`config.mk`:
```
export PLATFORM = sky130hd
export DESIGN_NAME = idma_axis_lane_buffer
export DESIGN_NICKNAME = d
export VERILOG_FILES = /design/src/rtl/idma_axis_lane_buffer.sv
export SDC_FILE = /design/constraint.sdc
export NUM_CORES = 1
export LEC_CHECK = 0
export ABC_AREA = 0
export CAP_MARGIN = 20
export CORE_AREA = 5 5 238 171
export CTS_CLUSTER_DIAMETER = 60
export DETAILED_ROUTE_END_ITERATION = 10
export DIE_AREA = 0 0 243 176
export GPL_ROUTABILITY_DRIVEN = 1
export PLACE_DENSITY = 0.78
export SETUP_SLACK_MARGIN = 0.5
export SLEW_MARGIN = 20
export SYNTH_ARGS = -nofsm -noshare
export SYNTH_HDL_FRONTEND = slang
export SYNTH_SLANG_ARGS = --single-unit
```
`constraint.sdc`:
```
create_clock -name clk_i -period 4 [get_ports clk_i]
set_input_delay 1 -clock clk_i [delete_from_list [all_inputs] [get_ports clk_i]]
set_output_delay 1 -clock clk_i [all_outputs]
set_load 0.05 [all_outputs]
```
`src/rtl/idma_axis_lane_buffer.sv`:
```
// -----------------------------------------------------------------------------
// idma_axis_lane_buffer
//
// Purpose:
//   Per-byte-lane FIFO buffer between a read backend, which delivers
//   read-aligned bytes, and an AXI Stream write backend, which pops bytes
//   lane by lane using its keep mask. Each lane is an independent circular
//   FIFO of Depth entries. A full lane never stalls any other lane.
//
// Parameters:
//   StrbWidth - number of byte lanes (1..64)
//   Depth     - entries per lane FIFO (2..16); any value is allowed
//   byte_t    - per-lane payload type
//
// Ports:
//   clk_i       - sole clock; all state changes on its rising edge
//   rst_i       - asynchronous active-high reset (clears pointers and usage)
//   flush_i     - synchronous clear of all lanes; overrides push and pop
//   in_data_i   - per-lane input bytes
//   in_valid_i  - per-lane push request
//   in_ready_o  - per-lane "can accept" (usage != Depth)
//   out_data_o  - per-lane head byte
//   out_valid_o - per-lane "head valid"
//   out_ready_i - per-lane pop request (write keep mask)
//   empty_o     - every lane holds no stored entries
//
// Configuration:
//   IDMA_AXIS_LANE_BUFFER_FALL_THROUGH_EN - when defined, an empty lane
//   presents in_valid_i/in_data_i combinationally on its outputs. If that
//   lane is also popped in the same cycle, the byte bypasses storage.
//   empty_o always reflects stored entries only.
// -----------------------------------------------------------------------------
module idma_axis_lane_buffer #(
  parameter int unsigned StrbWidth = 16,
  parameter int unsigned Depth     = 3,
  parameter type         byte_t    = logic [7:0]
) (
  input  logic                  clk_i,
  input  logic                  rst_i,
  input  logic                  flush_i,
  input  byte_t [StrbWidth-1:0] in_data_i,
  input  logic  [StrbWidth-1:0] in_valid_i,
  output logic  [StrbWidth-1:0] in_ready_o,
  output byte_t [StrbWidth-1:0] out_data_o,
  output logic  [StrbWidth-1:0] out_valid_o,
  input  logic  [StrbWidth-1:0] out_ready_i,
  output logic                  empty_o
);

  localparam int unsigned PtrW = $clog2(Depth);
  localparam int unsigned CntW = $clog2(Depth + 1);

  typedef logic [PtrW-1:0] ptr_t;
  typedef logic [CntW-1:0] cnt_t;

  localparam ptr_t LastPtr = ptr_t'(Depth - 1);
  localparam cnt_t FullCnt = cnt_t'(Depth);

  // Explicit wrap so that non-power-of-two depths never need a modulo.
  function automatic ptr_t f_next_ptr(input ptr_t p);
    return (p == LastPtr) ? '0 : p + ptr_t'(1);
  endfunction

  logic [StrbWidth-1:0] w_stored;

  for (genvar g = 0; g < StrbWidth; g++) begin : gen_lane
    byte_t r_mem [Depth];
    ptr_t  r_wptr;
    ptr_t  r_rptr;
    cnt_t  r_usage;
    logic  w_has;
    logic  w_push;
    logic  w_pop;

    assign w_has         = (r_usage != '0);
    assign in_ready_o[g] = (r_usage != FullCnt);
    // Pops only ever consume stored entries; a pop with nothing stored is ignored.
    assign w_pop         = out_ready_i[g] & w_has;

`ifdef IDMA_AXIS_LANE_BUFFER_FALL_THROUGH_EN
    logic w_bypass;
    // An empty lane that is popped in the same cycle hands the input byte
    // straight through and does not store it.
    assign w_bypass       = ~w_has & in_valid_i[g] & out_ready_i[g];
    assign w_push         = in_valid_i[g] & in_ready_o[g] & ~w_bypass;
    assign out_valid_o[g] = w_has | (in_valid_i[g] & ~rst_i);
    assign out_data_o[g]  = w_has ? r_mem[r_rptr] : in_data_i[g];
`else
    assign w_push         = in_valid_i[g] & in_ready_o[g];
    assign out_valid_o[g] = w_has;
    assign out_data_o[g]  = r_mem[r_rptr];
`endif

    assign w_stored[g] = w_has;

    always_ff @(posedge clk_i or posedge rst_i) begin
      if (rst_i) begin
        r_wptr  <= '0;
        r_rptr  <= '0;
        r_usage <= '0;
      end else if (flush_i) begin
        r_wptr  <= '0;
        r_rptr  <= '0;
        r_usage <= '0;
      end else begin
        if (w_push) begin
          r_wptr <= f_next_ptr(r_wptr);
        end
        if (w_pop) begin
          r_rptr <= f_next_ptr(r_rptr);
        end
        if (w_push && !w_pop) begin
          r_usage <= r_usage + cnt_t'(1);
        end else if (w_pop && !w_push) begin
          r_usage <= r_usage - cnt_t'(1);
        end
      end
    end

    // Storage carries no reset; only pointers and usage define its contents.
    always_ff @(posedge clk_i) begin
      if (w_push) begin
        r_mem[r_wptr] <= in_data_i[g];
      end
    end
  end

  assign empty_o = ~|w_stored;

endmodule

```
==> results.sh <==
export IMPL_start_kind="register"
export IMPL_syn2layout_area_growth_pct=25.9
export IMPL_async_flop_share_pct=20.0
export IMPL_h_tree_depth=2
export IMPL_via_per_inst=5.41
export IMPL_critPathCaptureType="primary output"
export IMPL_worstMarginPinSlew_ns=0.950
export IMPL_grt_max_degree=97
export IMPL_finalSetupTns_ns=0
export IMPL_drive_gt1_share_pct=9.66
export IMPL_post_cts_resize_count=17
export IMPL_grt_pass1_wl_um=67600
export IMPL_hp_class="reg -> reg"
export IMPL_fp_dieH_um=176
export IMPL_reg2reg_from="gen_lane[3].r_usage[0]$_DFFE_PP0P_"
export IMPL_die_w_um=243
export IMPL_ff2ff_path_depth=2
export IMPL_skew_ns=0.0127
export IMPL_grt_busiest_layer="met2"
export IMPL_hold_path_startpoint="gen_lane[8].r_wptr[0]$_DFFE_PP0P_"
export IMPL_pre_cts_ws_ns=0.970
export IMPL_routed_wl_um=43100
export IMPL_p_switching_uw=3110
export IMPL_row_count=60
export IMPL_gr_total_overflow=0
export IMPL_clockRootBuffer="clkbuf_16"
export IMPL_finalCritPeriodShare_pct=85.6
export IMPL_drt_iter0_drc=932
export IMPL_grt_util_met3_pct=4.65
export IMPL_cts_tree="done"
export IMPL_intPower_uw=8990
export IMPL_numCtsBuffers=47
export IMPL_status="complete, no violations"
export IMPL_ios=324
export IMPL_worstSkewPairLatency_ns=0.55
export IMPL_synthFlopType="edfxtp_1"
export IMPL_arrival_ns=2.42
export IMPL_fin_nets=1905
export IMPL_netlist_instances=1455
export IMPL_wl_per_cell_um=18.9
export IMPL_synth_nets=1618
export IMPL_first_pass_iters=6
export IMPL_layout_cells_non_filler=2278
export IMPL_grtUsageTotal_pct=19.6
export IMPL_grtUsageMet1_pct=26.4
export IMPL_ant_nets=0
export IMPL_cts_sinks=480
export IMPL_antenna_found_initial=8
export IMPL_rsz0062_at_grt="no"
export IMPL_dp_hpwl_um=29300
export IMPL_fmax_mhz=292
export IMPL_core_um2=38000
export IMPL_grt_pass1_vias=12300
export IMPL_clkTransAtPathRegs_ns=0.06
export IMPL_worstReg2RegEnd="gen_lane[3].r_mem[1][3]$_DFFE_PP_"
export IMPL_seq_power_share_pct=48.3
export IMPL_rrSetupSlack_ns=2.11
export IMPL_min_to="gen_lane[8].r_wptr[0]$_DFFE_PP0P_"
export IMPL_post_cts_setup_buffers=0
export IMPL_yosysWarnings=0
export IMPL_maxSlewHeadroom_pct=36.1
export IMPL_p_leak_uw=0.00893
export IMPL_crit_required_ns=3.00
export IMPL_stdcell_area_um2=25000
export IMPL_synth_seq_cells=480
export IMPL_port_buffers=323
export IMPL_fillers=2653
export IMPL_hold_depth=2
export IMPL_setup_slack_ns=0.577
export IMPL_drv_slew=0
export IMPL_startpoint="gen_lane[14].r_usage[1]$_DFFE_PP0P_"
export IMPL_cellPowerDensity_nw_per_um2=484
export IMPL_vias=12300
export IMPL_cts_buffer_depth=3
export IMPL_finalSetupViolCount=0
export IMPL_final_common_cell="edfxtp_1"
export IMPL_yosysUniqueCellTypes=33
export IMPL_place_area_um2=23300
export IMPL_min_period_ns=3.42
export IMPL_pwr_share_clk_pct=37.6
export IMPL_syn_area_per_cell_um2=13.7
export IMPL_place_inst=2188
export IMPL_syn_cell_area_um2=19900
export IMPL_dieArea_um2=42800
export IMPL_swShare_pct=25.7
export IMPL_worstSetupPathType="reg -> out"
export IMPL_synth_edf_count=384
export IMPL_mostFrequentLayoutCells="edfxtp_1 (384), clkdlybuf4s50_1 (269), nand2_1 (222), o21ai_0 (146), mux2i_1 (138)"
export IMPL_cap_violations=0
export IMPL_start_util_pct=52.3
export IMPL_gp_congestion=0.800
export IMPL_critPathMaxFanout=10
export IMPL_p_comb_share_pct=14.1
export IMPL_seq_area_frac_synth_pct=70.1
export IMPL_grtUsageMet2_pct=32.9
export IMPL_cts_hold_buf=0
export IMPL_drc=0
export IMPL_hold_viol_final=0
export IMPL_worst_ir_drop_vdd_mv=0.362
==> cells in the mapped netlist, drive strengths merged (16+ instances only) <==
cell      n  area [um2]
edfxtp  384       11500
nand2   222         833
o21ai   162         826
mux2i   138        1380
dfrtp    96        2400
a21oi    80         400
buf      63         418
clkbuf   42         158
or3      32         200
nor2     26        97.6
nor3b    23         203
inv      18        67.6
nor2b    18         113
nand2b   17         106
a21bo    16         160
mux2     16         180
or2      16         100
or3b     16         140
==> how the worst max path moves through the flow <==
| stage | to | slack, ns | cells after the start |
|---|---|---|---|
| 6_report | empty_o | 0.58 | 4 |
| 5_1_grt | out_data_o[117] | 0.50 | 3 |
| 4_1_cts | out_data_o[98] | 0.50 | 3 |
| 3_5_place_dp | out_data_o[28] | 0.97 | 3 |
| 3_3_place_gp | out_data_o[28] | 1.00 | 3 |
| 2_1_floorplan | out_data_o[117] | 1.18 | 3 |
==> state kept, by name, indices dropped and copies added (netlist names) <==
signal	count
gen_lane.r_mem	384
gen_lane.r_usage	32
gen_lane.r_wptr	32
gen_lane.r_rptr	32
==> per-layer routing <==
| metal | vias to the layer above | share of wire (%) |
|---|---|---|
| li1 | 5869 | - |
| met1 | 6028 | 42 |
| met2 | 336 | 49 |
| met3 | 73 | 6.3 |
| met4 | 12 | 2.1 |
| met5 | - | 0.19 |
==> power groups by stage <==
| stage | clock network [uW] | registers (uW) | logic (uW) |
|---|---|---|---|
| 2_1_floorplan | 0 | 5810 | 1190 |
| 3_3_place_gp | 0 | 5930 | 1710 |
| 3_5_place_dp | 0 | 5940 | 1730 |
| 4_1_cts | 4640 | 5840 | 1730 |
| 5_1_grt | 4880 | 5870 | 1810 |
| 6_report | 4550 | 5840 | 1710 |
==> cell type report <==
| class | instances | area, um2 | area share (%) |
|---|---|---|---|
| Clock buffer | 60 | 1300 | 5.19 |
| Timing Repair Buffer | 343 | 3480 | 13.9 |
| Clock inverter | 27 | 302 | 1.21 |
| Antenna cell | 2 | 5.00 | 0.0200 |
| Tap cell | 496 | 621 | 2.48 |
| Sequential cell | 480 | 13900 | 55.7 |
| Inverter | 18 | 71.3 | 0.285 |
| Multi-Input combinational cell | 852 | 5300 | 21.2 |
==> stage by stage <==
| stage | hold slack (ns) | util (%) | total power, uW |
|---|---|---|---|
| 6_report | 0.560 | 65.9 | 12100 |
| 5_1_grt | 0.589 | 65.9 | 12600 |
| 2_1_floorplan | 0.520 | - | 7000 |
| 3_5_place_dp | 0.550 | 61.4 | 7680 |
| 3_3_place_gp | 0.533 | 61.4 | 7630 |
| 4_1_cts | 0.559 | 65.5 | 12200 |
==> worst max-delay path: stages (launching register included) <==
cell	delay, ns
dfrtp_1	0.50
nor4_1	0.86
nand4_1	0.16
nor2_1	0.14
buf_4	0.22
==> logic make-up after synthesis <==
logic type,synth area share (%)
multiplexers,7.85
flip-flops,70.1
AND/OR/NAND/NOR,10.2
buffers and inverters,3.23
AO/OA/AOI/OAI,8.62
No activity file was read; power rests on OpenSTA's default activity.
